$ cat config.mk
export PLATFORM = sky130hd
export DESIGN_NAME = nco_sweep_ctrl
export DESIGN_NICKNAME = d
export VERILOG_FILES = /design/src/rtl/nco_sweep_ctrl.sv
export SDC_FILE = /design/constraint.sdc
export NUM_CORES = 1
export LEC_CHECK = 0
export ABC_AREA = 1
export CAP_MARGIN = 10
export CORE_MARGIN = 3
export CORE_UTILIZATION = 45
export CTS_CLUSTER_SIZE = 24
export DETAILED_ROUTE_END_ITERATION = 6
export GPL_TIMING_DRIVEN = 0
export PLACE_DENSITY = 0.77
export RECOVER_POWER = 25
export SYNTH_ARGS = -nofsm -noshare
export SYNTH_HDL_FRONTEND = slang
export SYNTH_SLANG_ARGS = --single-unit
$ cat constraint.sdc
create_clock -name clk -period 5.42 [get_ports clk]
set_clock_uncertainty 0.15 [all_clocks]
set_input_delay 0.813 -clock clk [delete_from_list [all_inputs] [get_ports clk]]
set_output_delay 0.813 -clock clk [all_outputs]
set_load 0.05 [all_outputs]
$ cat src/rtl/nco_sweep_ctrl.sv
// nco_sweep_ctrl: steps the NCO frequency word start->stop with per-point dwell (single/repeat/triangle).
// Define NCO_SWEEP_CNT_EN to add the sweep_cnt_o completed-pass counter.
module nco_sweep_ctrl #(
  parameter int FW = 14,
  parameter int DW = 16
) (
  input  logic          clk,
  input  logic          reset_n,
  input  logic          en_i,
  input  logic          start_i,
  input  logic          abort_i,
  input  logic [FW-1:0] cfg_start_i,
  input  logic [FW-1:0] cfg_stop_i,
  input  logic [FW-1:0] cfg_inc_i,
  input  logic [DW-1:0] cfg_dwell_i,
  input  logic [1:0]    cfg_mode_i,
  output logic [FW-1:0] nco_freq_step_o,
  output logic          nco_upd_o,
  input  logic          nco_upd_ack_i,
  output logic          busy_o,
  output logic          done_o
`ifdef NCO_SWEEP_CNT_EN
  ,
  output logic [15:0]   sweep_cnt_o
`endif
);
  typedef enum logic [2:0] {S_IDLE, S_UPD, S_DWELL, S_NEXT, S_DONE} state_t;
  state_t        state;
  logic [FW-1:0] cur, s_start, s_stop, s_inc, nxt_fwd, nxt_rev;
  logic [DW-1:0] s_dwell, cnt;
  logic [1:0]    s_mode;
  logic          dir, at_end;
  // next point toward st, clamped to st on overshoot, carry or borrow
  function automatic logic [FW-1:0] step(input logic [FW-1:0] c, input logic [FW-1:0] i,
                                         input logic [FW-1:0] st, input logic up);
    logic [FW:0] s;
    s = up ? {1'b0, c} + {1'b0, i} : {1'b0, c} - {1'b0, i};
    return up ? ((s >= {1'b0, st}) ? st : s[FW-1:0])
              : ((c < i || s[FW-1:0] <= st) ? st : s[FW-1:0]);
  endfunction
  assign nxt_fwd = step(cur, s_inc, s_stop, dir);
  assign nxt_rev = step(cur, s_inc, s_start, !dir);
  assign at_end = (cur == s_stop) || (s_inc == '0);
  assign nco_freq_step_o = cur;
  assign busy_o = state != S_IDLE;
  always_ff @(posedge clk) begin
    if (!reset_n) begin
      state     <= S_IDLE;
      cur       <= '0;
      s_start   <= '0;
      s_stop    <= '0;
      s_inc     <= '0;
      s_dwell   <= '0;
      s_mode    <= '0;
      cnt       <= '0;
      dir       <= 1'b1;
      nco_upd_o <= 1'b0;
      done_o    <= 1'b0;
`ifdef NCO_SWEEP_CNT_EN
      sweep_cnt_o <= '0;
`endif
    end else if (abort_i) begin
      state     <= S_IDLE;
      nco_upd_o <= 1'b0;
      done_o    <= 1'b0;
    end else if (en_i) begin
      case (state)
        S_IDLE: if (start_i) begin
          s_start   <= cfg_start_i;
          s_stop    <= cfg_stop_i;
          s_inc     <= cfg_inc_i;
          s_dwell   <= cfg_dwell_i;
          s_mode    <= cfg_mode_i;
          cur       <= cfg_start_i;
          dir       <= cfg_stop_i >= cfg_start_i;
          nco_upd_o <= 1'b1;
          state     <= S_UPD;
`ifdef NCO_SWEEP_CNT_EN
          sweep_cnt_o <= '0;
`endif
        end
        S_UPD: if (nco_upd_ack_i) begin
          nco_upd_o <= 1'b0;
          cnt       <= s_dwell;
          state     <= (s_dwell != '0) ? S_DWELL : S_NEXT;
        end
        S_DWELL: begin
          cnt   <= cnt - DW'(1);
          state <= (cnt == DW'(1)) ? S_NEXT : S_DWELL;
        end
        S_NEXT: begin
          if (at_end) begin
`ifdef NCO_SWEEP_CNT_EN
            sweep_cnt_o <= (sweep_cnt_o == 16'hFFFF) ? sweep_cnt_o : sweep_cnt_o + 16'd1;
`endif
            if (s_mode == 2'b01) begin
              cur       <= s_start;
              nco_upd_o <= 1'b1;
              state     <= S_UPD;
            end else if (s_mode == 2'b10) begin
              s_start   <= s_stop;
              s_stop    <= s_start;
              dir       <= !dir;
              cur       <= (s_inc == '0) ? cur : nxt_rev;
              nco_upd_o <= 1'b1;
              state     <= S_UPD;
            end else begin
              done_o <= 1'b1;
              state  <= S_DONE;
            end
          end else begin
            cur       <= nxt_fwd;
            nco_upd_o <= 1'b1;
            state     <= S_UPD;
          end
        end
        S_DONE: begin
          done_o <= 1'b0;
          state  <= S_IDLE;
        end
        default: state <= S_IDLE;
      endcase
    end
  end
endmodule

==> flow_summary_export.csv <==
group,metric,value,unit
run_status,status,"finished, final reports clean",
detailed_routing,finalWirelength,31.79,mm
floorplan,rows,52,
timing,worst_pin_slew,1.437,ns
synthesis,synth_edf_count,0,
setup_path,cp.arrival,4.68,ns
timing,final-max-slew-violation-count,0,
grt,grt_max_degree,17,
final_layout,drive_gt1_frac,0.06446,
placement,place_congestion,0.9721,
placement,dp_hpwl,26.07,mm
clock_tree,htreeDepth,3,
setup_path,required,5.53,ns
detailed_routing,via_per_inst,5.410,
clock_tree,numCtsBuffers,9,
setup_path,path_max_fanout,10,
timing,setup_viol,0,
synthesis,synth_ff_type,"dfxtp_1",
synthesis,yosys_warnings,0,
detailed_routing,drt_iter0_drc,1030,
final_layout,area_growth,15.52,%
grt,antenna_found_initial,0,
floorplan,dieArea,22570,µm²
synthesis,synthDistinctLibCells,47,
min_path,hp-class,"reg -> reg",
setup_path,cp_slowest_stage_delay,0.60,ns
placement,portBuffers,82,
clock_tree,cts_tree,"done",
grt,grt_pass1_vias,9614,
synthesis,synth_area,9360,µm²
grt,grt_pass1_wl,50.07,mm
clock_tree,ctsHoldBuffers,0,
floorplan,core,20360,µm²
synthesis,ys_ff_latch,96,
timing,relSlewSlack,0.03467,
power,ir_worst_vdd,217.3,µV
synthesis,synth_fp_nets,1735,
final_layout,fin_nets,1828,
timing,fmax,219.0,MHz
timing,fin_ws,0.8535,ns
floorplan,die_h,150.2,µm
detailed_routing,num_vias,10620,
grt,grt_use_total,0.2823,
floorplan,top_level_ports,83,
synthesis,synth_async_sr_flop_share,0,
clock_tree,path_clk_slew,0.08,ns
floorplan,die_w,150.2,µm
synthesis,seq_area_frac_synth,0.2053,
clock_tree,cts_resized,0,
timing,hold_violations,0,
detailed_routing,routedWlPerCell,16.20,µm
timing,timing.final.crit_share,0.8425,
setup_path,timing_worst_setup_path_type,"reg -> reg",
clock_tree,worstSkewPairLatency,0.36,ns
timing,rsz0062_at_grt,"no",
setup_path,worst_setup_path_end_kind,"flip-flop",
synthesis,netlist_instances,1593,
clock_tree,clkSinkCount,96,
run,max_cap_viol_count,0,
clock_tree,post_cts_buffers,0,
placement,dp_slack,0.9260,ns
timing,fin_setup_tns,0,ns
detailed_routing,route.detailed.drc,0,
grt,grt-ovfl-total,0,
detailed_routing,dr.pass1.iters,6,
timing,layout_min_cycle_time,4.567,ns
timing,timing.hold.ws,0.3104,ns
synthesis,syn_avg_cell_area,5.876,µm²
floorplan,initial_core_util,0.4596,
setup_path,cp-start-kind,"flip-flop",
power,powerDensity,270.5,nW/µm²
setup_path,crit_top_cell,"nand2_1",
detailed_routing,antenna_left,0,
power,power.leakage,5.381,nW
setup_path,cp_slowest_cell,"o21ai_0",
clock_tree,cts-root-buf,"clkbuf_16",
clock_tree,cts_buffer_depth,2,
-- through the flow --
step | total power [mW] | area, µm² | std cells | utilization
after floorplan | 1.841 | 9360 | 1593 | -
after global placement | 2.197 | 10520 | 1945 | 0.5165
after detailed placement | 2.222 | 10520 | 1945 | 0.5165
after CTS | 2.906 | 10830 | 1961 | 0.5316
after global routing | 3.146 | 10810 | 1961 | 0.5308
final | 2.925 | 10810 | 1962 | 0.5310
-- report_power, final --
part	leakage (nW)	switching (mW)	internal, mW
clock network	0.152	0.315	0.377
logic	4.45	0.942	0.509
registers	0.783	0.0413	0.741
-- worst paths after layout --
check | start | cells past startpoint | end | slack [ns]
max | nco_freq_step_o[0] | 29 | nco_freq_step_o[9] | 0.85
min | done_o | 2 | done_o | 0.31
max reg2reg | nco_freq_step_o[0] | 29 | nco_freq_step_o[9] | 0.85
min reg2reg | done_o | 2 | done_o | 0.31
-- state kept, by name, summed over array words and instances (netlist names) --
signal and flops:
cnt 16, s_dwell 16, nco_freq_step_o 14, s_inc 14, s_start 14, s_stop 14
state 3, s_mode 2, dir 1, done_o 1, nco_upd_o 1
-- synthesized netlist by cell type, types with 2 or more instances --
master,instances,area share
a211oi_1,16,0.013
a21oi_1,124,0.066
a21oi_2,6,0.0056
a21oi_4,2,0.0035
a31oi_1,3,0.0020
and2_1,2,0.0013
buf_1,4,0.0016
buf_2,11,0.0059
buf_4,8,0.0064
buf_6,10,0.012
clkbuf_1,33,0.013
dfxtp_1,96,0.21
fa_1,2,0.0043
ha_1,74,0.099
inv_1,212,0.085
inv_2,13,0.0052
nand2_1,460,0.18
nand2_2,21,0.014
nand3_1,131,0.070
nand3_2,6,0.0064
nand4_1,21,0.014
nor2_1,155,0.062
nor2_2,5,0.0033
nor2_4,2,0.0024
nor3_1,10,0.0053
nor3_2,2,0.0021
nor4_1,5,0.0033
o211ai_1,2,0.0016
o211ai_2,5,0.0067
o21ai_0,97,0.052
o21ai_1,21,0.011
o21bai_1,3,0.0024
or2_2,3,0.0020
xnor2_1,3,0.0028
xor2_1,13,0.012
-- cells in the final DEF (no fill, tap or decap), types with 3 or more instances in the layout --
master and count:
nand2_1 461, inv_1 213, nor2_1 155, nand3_1 131
a21oi_1 124, o21ai_0 98, dfxtp_1 96, ha_1 74
clkdlybuf4s50_1 73, clkbuf_1 35, nand4_1 21, nand2_2 20
o21ai_1 20, a211oi_1 16, xor2_1 13, inv_2 12
nor3_1 11, buf_2 10, buf_6 10, clkbuf_16 9
dlygate4sd3_1 9, buf_4 8, a21oi_2 6, nand3_2 6
nor2_2 5, nor4_1 5, o211ai_2 5, buf_1 4
or2_2 3, o21bai_1 3, a31oi_1 3, xnor2_1 3
-- routing by layer --
metal,GRT usage,wire length [µm],up-vias
li1,-,-,5295
met1,0.3711,13550,4779
met2,0.4731,14760,467
met3,0.03943,2362,74
met4,0.1016,1119,0
met5,0,0,-
-- worst max-delay path, delay by kind of cell, from the launching register on --
kind	cells	cell delay (ns)
buffers and inverters	5	0.54
AOI/OAI and AO/OA	2	0.78
and+or+nand+nor	19	1.63
adders and majority gates	3	0.86
DFF	1	0.48
-- cells by family (layout without fill, tap and decap cells) --
family | count (synthesis) | in the layout | share of synthesized area
xor+xnor | 16 | 16 | 0.01497
compound gates | 284 | 284 | 0.1683
buf+inv | 293 | 391 | 0.1305
flops | 96 | 96 | 0.2053
other cells | 0 | 1 | 0
simple gates | 828 | 828 | 0.3778
fa+ha+maj | 76 | 76 | 0.1032
-- final cells by class --
type | instances | area, µm²
antenna | 1 | 2.502
buffer | 66 | 365.4
clock buffer | 11 | 242.7
clock inverter | 5 | 63.81
fill | 2083 | 9552
inverter | 227 | 854.6
multi-input combinational | 1204 | 6203
sequential | 96 | 1922
tap | 270 | 337.8
timing repair buffer | 82 | 820.8
(Power assumes the default switching activity.)
